## src/rtl/mod_exp_pkg.sv

```systemverilog
// Shared types and timing constants for the modular exponentiation engine.
// Latency constants assume the default 8-bit operand width.
package mod_exp_pkg;

  localparam int WIDTH         = 8;
  localparam int MODMUL_CYCLES = WIDTH + 1;
  localparam int FIXED_LATENCY = (2 * WIDTH + 1) * MODMUL_CYCLES + 1;

  typedef enum logic [2:0] {
    IDLE,
    REDUCE,
    MUL,
    SQR,
    FIN
  } state_e;

endpackage

```

## src/rtl/mod_mul_serial.sv

```systemverilog
// Interleaved shift-add modular multiplier: r = a*b mod n, b scanned MSB first.
// One load cycle plus WIDTH iterations; done flags the final iteration, r carries its result.
module mod_mul_serial #(
  parameter int WIDTH = 8
) (
  input  logic             clk,
  input  logic             rst_n,
  input  logic             start,
  input  logic [WIDTH-1:0] a,
  input  logic [WIDTH-1:0] b,
  input  logic [WIDTH-1:0] n,
  output logic             done,
  output logic [WIDTH-1:0] r
);

  localparam int CW = $clog2(WIDTH + 1);
  localparam int RW = WIDTH + 2;

  logic             busy_q, busy_d;
  logic [CW-1:0]    cnt_q, cnt_d;
  logic [WIDTH-1:0] a_q, a_d, b_q, b_d, n_q, n_d;
  logic [RW-1:0]    acc_q, acc_d;
  logic [RW-1:0]    nx, t0, t1, t2;

  always_comb begin
    nx = {2'b00, n_q};
    // With acc < n and a < n, 2*acc + a < 3n, so two conditional subtracts suffice.
    t0 = (acc_q << 1) + (b_q[WIDTH-1] ? {2'b00, a_q} : '0);
    t1 = (t0 >= nx) ? t0 - nx : t0;
    t2 = (t1 >= nx) ? t1 - nx : t1;

    busy_d = busy_q;
    cnt_d  = cnt_q;
    a_d    = a_q;
    b_d    = b_q;
    n_d    = n_q;
    acc_d  = acc_q;

    if (start) begin
      busy_d = 1'b1;
      cnt_d  = CW'(WIDTH);
      a_d    = a;
      b_d    = b;
      n_d    = n;
      acc_d  = '0;
    end else if (busy_q) begin
      acc_d = t2;
      b_d   = {b_q[WIDTH-2:0], 1'b0};
      cnt_d = cnt_q - CW'(1);
      if (cnt_q == CW'(1)) begin
        busy_d = 1'b0;
      end
    end
  end

  always_ff @(posedge clk or negedge rst_n) begin
    if (!rst_n) begin
      busy_q <= 1'b0;
      cnt_q  <= '0;
      a_q    <= '0;
      b_q    <= '0;
      n_q    <= '0;
      acc_q  <= '0;
    end else begin
      busy_q <= busy_d;
      cnt_q  <= cnt_d;
      a_q    <= a_d;
      b_q    <= b_d;
      n_q    <= n_d;
      acc_q  <= acc_d;
    end
  end

  assign done = busy_q && (cnt_q == CW'(1));
  assign r    = t2[WIDTH-1:0];

endmodule

```

## src/rtl/mod_exp_unit.sv

```systemverilog
// Right-to-left square-and-multiply engine computing c = p^e mod n over one shared serial multiplier.
// Define MODEXP_EARLY_EXIT_EN to finish as soon as no higher exponent bits remain.
module mod_exp_unit #(
  parameter int WIDTH = 8
) (
  input  logic             clk,
  input  logic             rst_n,
  input  logic             start,
  input  logic [WIDTH-1:0] p,
  input  logic [WIDTH-1:0] e,
  input  logic [WIDTH-1:0] n,
  output logic             busy,
  output logic             done,
  output logic [WIDTH-1:0] c,
  output logic             err
);

  import mod_exp_pkg::*;

  localparam int BW = $clog2(WIDTH);

  state_e           state_q, state_d;
  logic [BW-1:0]    bit_q, bit_d;
  logic [WIDTH-1:0] p_q, p_d, e_q, e_d, n_q, n_d;
  logic [WIDTH-1:0] base_q, base_d, res_q, res_d;
  logic [WIDTH-1:0] c_q, c_d;
  logic             done_q, done_d, err_q, err_d;
  logic             kick_q, kick_d;
  logic [WIDTH-1:0] mul_a, mul_b, mul_r;
  logic             mul_done;
  logic             last_bit;

  mod_mul_serial #(.WIDTH(WIDTH)) u_mul (
    .clk   (clk),
    .rst_n (rst_n),
    .start (kick_q),
    .a     (mul_a),
    .b     (mul_b),
    .n     (n_q),
    .done  (mul_done),
    .r     (mul_r)
  );

`ifdef MODEXP_EARLY_EXIT_EN
  assign last_bit = (((e_q >> bit_q) >> 1) == '0);
`else
  assign last_bit = (bit_q == BW'(WIDTH - 1));
`endif

  always_comb begin
    state_d = state_q;
    bit_d   = bit_q;
    p_d     = p_q;
    e_d     = e_q;
    n_d     = n_q;
    base_d  = base_q;
    res_d   = res_q;
    c_d     = c_q;
    err_d   = err_q;
    done_d  = 1'b0;
    kick_d  = 1'b0;
    mul_a   = res_q;
    mul_b   = base_q;

    case (state_q)
      IDLE: begin
        if (start) begin
          p_d     = p;
          e_d     = e;
          n_d     = n;
          bit_d   = '0;
          kick_d  = 1'b1;
          state_d = REDUCE;
        end
      end
      REDUCE: begin
        mul_a = WIDTH'(1);
        mul_b = p_q;
        if (mul_done) begin
          base_d = mul_r;
          res_d  = WIDTH'(1);
`ifdef MODEXP_EARLY_EXIT_EN
          if (e_q == '0) begin
            state_d = FIN;
          end else begin
            kick_d  = 1'b1;
            state_d = MUL;
          end
`else
          kick_d  = 1'b1;
          state_d = MUL;
`endif
        end
      end
      MUL: begin
        if (mul_done) begin
          if (e_q[bit_q]) begin
            res_d = mul_r;
          end
          kick_d  = 1'b1;
          state_d = SQR;
        end
      end
      SQR: begin
        mul_a = base_q;
        if (mul_done) begin
          base_d = mul_r;
          if (last_bit) begin
            state_d = FIN;
          end else begin
            bit_d   = bit_q + BW'(1);
            kick_d  = 1'b1;
            state_d = MUL;
          end
        end
      end
      FIN: begin
        // Moduli 0 and 1 have no meaningful residue; report zero with err.
        err_d   = (n_q < WIDTH'(2));
        c_d     = err_d ? '0 : res_q;
        done_d  = 1'b1;
        state_d = IDLE;
      end
      default: state_d = IDLE;
    endcase
  end

  always_ff @(posedge clk or negedge rst_n) begin
    if (!rst_n) begin
      state_q <= IDLE;
      bit_q   <= '0;
      p_q     <= '0;
      e_q     <= '0;
      n_q     <= '0;
      base_q  <= '0;
      res_q   <= '0;
      c_q     <= '0;
      err_q   <= 1'b0;
      done_q  <= 1'b0;
      kick_q  <= 1'b0;
    end else begin
      state_q <= state_d;
      bit_q   <= bit_d;
      p_q     <= p_d;
      e_q     <= e_d;
      n_q     <= n_d;
      base_q  <= base_d;
      res_q   <= res_d;
      c_q     <= c_d;
      err_q   <= err_d;
      done_q  <= done_d;
      kick_q  <= kick_d;
    end
  end

  assign busy = (state_q != IDLE);
  assign done = done_q;
  assign c    = c_q;
  assign err  = err_q;

endmodule

```

## config.mk

```make
export PLATFORM = sky130hd
export DESIGN_NAME = mod_exp_unit
export DESIGN_NICKNAME = d
export VERILOG_FILES = /design/src/rtl/mod_exp_pkg.sv /design/src/rtl/mod_mul_serial.sv /design/src/rtl/mod_exp_unit.sv
export SDC_FILE = /design/constraint.sdc
export NUM_CORES = 1
export LEC_CHECK = 0
export CAP_MARGIN = 20
export CORE_UTILIZATION = 50
export CTS_CLUSTER_SIZE = 10
export DETAILED_ROUTE_END_ITERATION = 8
export GPL_ROUTABILITY_DRIVEN = 1
export PLACE_DENSITY = 0.76
export SLEW_MARGIN = 20
export SYNTH_ARGS = -nofsm -noshare
export SYNTH_HDL_FRONTEND = slang
export SYNTH_HIERARCHICAL = 1
export SYNTH_SLANG_ARGS = --single-unit
```

## constraint.sdc

```tcl
create_clock -name clk -period 9 [get_ports clk]
set_input_delay 2.25 -clock clk [delete_from_list [all_inputs] [get_ports clk]]
set_output_delay 2.25 -clock clk [all_outputs]
set_load 0.05 [all_outputs]
```

==> results_dict.tcl <==
set metrics [dict create \
    synth_edf_count 0 \
    ys_ff_latch 95 \
    ys_async_sr_fraction_pct 100.0 \
    cp_slowest_cell "or3b_1" \
    cts_hold_buf 0 \
    worst-path-buf-inv 2 \
    final_common_cell "dfrtp_1" \
    ant_nets 0 \
    synth_nets 564 \
    rows 37 \
    cpMostUsedCell "ha_1" \
    finalWirelength_mm 11.16 \
    synth-simple-area-share_pct 11.52 \
    cts_resized 0 \
    ios 38 \
    routedWlPerCell_um 16.44 \
    cts_tree "done" \
    critPathTopFamily "compound AO/OA/AOI/OAI gates" \
    route.detailed.drc 0 \
    tns_ns 0 \
    critical_path_arrival_ns 6.37 \
    syn2layout_area_growth_pct 12.16 \
    slew_headroom_pct 38.76 \
    ys_seq_area_share_pct 43.76 \
    final_area_um2 6093 \
    num_vias 3867 \
    dieArea_um2 11290 \
    clk_pin_slew_ns 0.10 \
    synth-xor-area-share_pct 2.902 \
    final.min_clock_period_ns 6.151 \
    cp_data_required_time_ns 9.22 \
    dp_slack_ns 3.027 \
    syn_area_per_cell_um2 10.72 \
    synth_top_family_by_area "multiplexers" \
    syn-instance-count 507 \
    fin_ws_ns 2.849 \
    nNetsFinal 595 \
    synth.distinct_cells 57 \
    post_dp_cell_area_um2 5884 \
    skew_ns 0.01563 \
    hold_viol 0 \
    max_clock_freq_ghz 0.1626 \
    synthesis.area_um2 5433 \
    tightest_slew_ns 0.9186 \
    coreArea_um2 10420 \
    hpwl_mm 8.365 \
    ys.flop_type "dfrtp_1" \
    grt_max_degree 75 \
    cts_buffers 9 \
    hold_class "reg2reg" \
    cts_buffer_depth 2 \
    synth_compound_area_share_pct 13.91 \
    status "finished clean" \
    drt_iter0_drc 228 \
    grt_use_total_pct 21.63 \
    cts-root-buf "clkbuf_8" \
    fin_crit_sh_pct 68.34 \
    fillers 870 \
    via_per_inst 5.695 \
    cts_setup_buffers 0 \
    start_kind "flop" \
    dieWidth_um 106.2 \
    fp.dieH_um 106.2 \
    drive_above_1_share_pct 15.47 \
    end_kind "flop" \
    yosysWarnings 6 \
    cap_violations 0 \
    yosys.area_share.adder_pct 7.324 \
    finalMaxSlewViolations 0 \
    antenna_found_initial 0 \
    port_buffers 37 \
    synthMuxAreaShare_pct 16.93 \
    grt-ovfl-total 0 \
    grt_pass1_vias 3829 \
    clock_sinks 95 \
    worst-setup-path-type "reg2reg" \
    cp_slowest_stage_delay_ns 0.57 \
    diodes 0 \
    final_cell_mix "dfrtp_1 (95), nand2_1 (60), mux2_2 (45), o21ai_0 (42), clkdlybuf4s50_1 (36)" \
    first_pass_iters 5 \
    cts_max_level 3 \
    clk_latency_ns 0.36 \
    cp_max_fo 9 \
    gp_congestion 0.8958 \
    rsz0062_at_grt "false" \
    finalSetupViolations 0 \
    grt_pass1_wl_mm 19.04 \
    start_util_pct 52.16 \
    crit_chain "and2_1, ha_1, fa_1, a21o_1, o21ai_1, nand2_1, xor2_1, ha_1, a21oi_1, o21ai_0, inv_1, nand2_1, or3b_1, mux2_4, ha_1, a21oi_1, nor2_1, a211oi_1, a21boi_0, o211a_1, nand3_2, mux2_4, inv_1, o21ai_0" \
]
state kept, by name, summed over array words and instances, names as in the netlist, 3 cells and up:
register,count
n_q,8
c,8
p_q,8
base_q,8
bit_q,3
e_q,8
u_mul/b_q,8
u_mul/a_q,8
u_mul/acc_q,9
u_mul/n_q,8
res_q,8
u_mul/cnt_q,4
state_q,3
final timing paths:
check | startpoint | end | slack, ns | depth (start not counted)
worst max-delay path | u_mul/b_q[7]$_DFFE_PN0P_ | base_q[2]$_DFFE_PN0P_ | 2.85 | 24
worst min-delay path | err$_DFFE_PN0P_ | err$_DFFE_PN0P_ | 0.50 | 2
worst max register to register | u_mul/b_q[7]$_DFFE_PN0P_ | base_q[2]$_DFFE_PN0P_ | 2.85 | 24
worst min register to register | err$_DFFE_PN0P_ | err$_DFFE_PN0P_ | 0.50 | 2
max in group asynchronous | rst_n | u_mul/a_q[5]$_DFFE_PN0P_ | 6.04 | 2
min in group asynchronous | rst_n | e_q[4]$_DFFE_PN0P_ | 1.76 | 1
synthesized netlist by cell type, types with 2 or more instances:
library cell | n | share of area [%]
a21oi_1 | 14 | 1.3
nor2b_1 | 5 | 0.58
nor3b_1 | 2 | 0.28
a21oi_2 | 2 | 0.32
mux2_2 | 45 | 9.3
o211ai_1 | 2 | 0.28
xor2_1 | 6 | 0.97
ha_1 | 27 | 6.2
mux2i_1 | 21 | 3.9
nand2b_1 | 5 | 0.58
o31ai_1 | 2 | 0.28
nor4b_1 | 2 | 0.32
and4_1 | 2 | 0.32
mux2_4 | 12 | 3.3
o21a_1 | 4 | 0.55
fa_1 | 3 | 1.1
inv_1 | 24 | 1.7
and2_1 | 9 | 1.0
nor4_1 | 2 | 0.23
nand2_1 | 60 | 4.1
a21boi_0 | 2 | 0.28
nand3b_1 | 2 | 0.28
xnor2_1 | 12 | 1.9
buf_6 | 4 | 0.83
a21o_1 | 6 | 0.83
o21ai_0 | 42 | 3.9
dfrtp_1 | 95 | 44
buf_2 | 3 | 0.28
a22o_1 | 18 | 2.9
nor2_1 | 25 | 1.7
nor3_1 | 4 | 0.37
o211a_1 | 3 | 0.55
clkbuf_1 | 12 | 0.83
a211oi_1 | 7 | 0.97
layer usage:
metal	part of all wire (%)	vias up	GRT usage (%)	wire length, um
li1	-	1865	-	-
met1	46	1878	29.08	5123
met2	47	103	34.00	5266
met3	4.7	21	4.905	526
met4	2.2	0	8.333	246
met5	0	-	0	0
kinds of logic after synthesis:
logic type	after synthesis
adder cells (fa/ha/maj)	30
AO/OA/AOI/OAI	113
XOR/XNOR	18
AND/OR/NAND/NOR	128
flip-flops	95
multiplexers	79
buffers and inverters	44
through the flow:
stage	hold WS (ns)	util, %	cells
floorplan	0.4674	-	507
global placement	0.4867	56.49	663
detailed placement	0.4894	56.49	663
CTS	0.5105	58.50	679
global route	0.5281	58.50	679
finish	0.5023	58.50	679
tightest hold or removal path, stage by stage (launching register included):
cell	delay, ns
dfrtp_1	0.35
a21oi_1	0.04
nor2_1	0.07
layout make-up:
| type | instances | area (um^2) | area share, % |
|---|---|---|---|
| Sequential cell | 95 | 2377 | 39.01 |
| Timing Repair Buffer | 40 | 390.4 | 6.407 |
| Clock inverter | 4 | 53.80 | 0.8830 |
| Tap cell | 136 | 170.2 | 2.793 |
| Inverter | 24 | 90.09 | 1.478 |
| Multi-Input combinational cell | 368 | 2856 | 46.88 |
| Clock buffer | 12 | 155.1 | 2.546 |
Power is not shown: default switching activity piles up to over one toggle a cycle in this logic, so the estimate is an artifact.
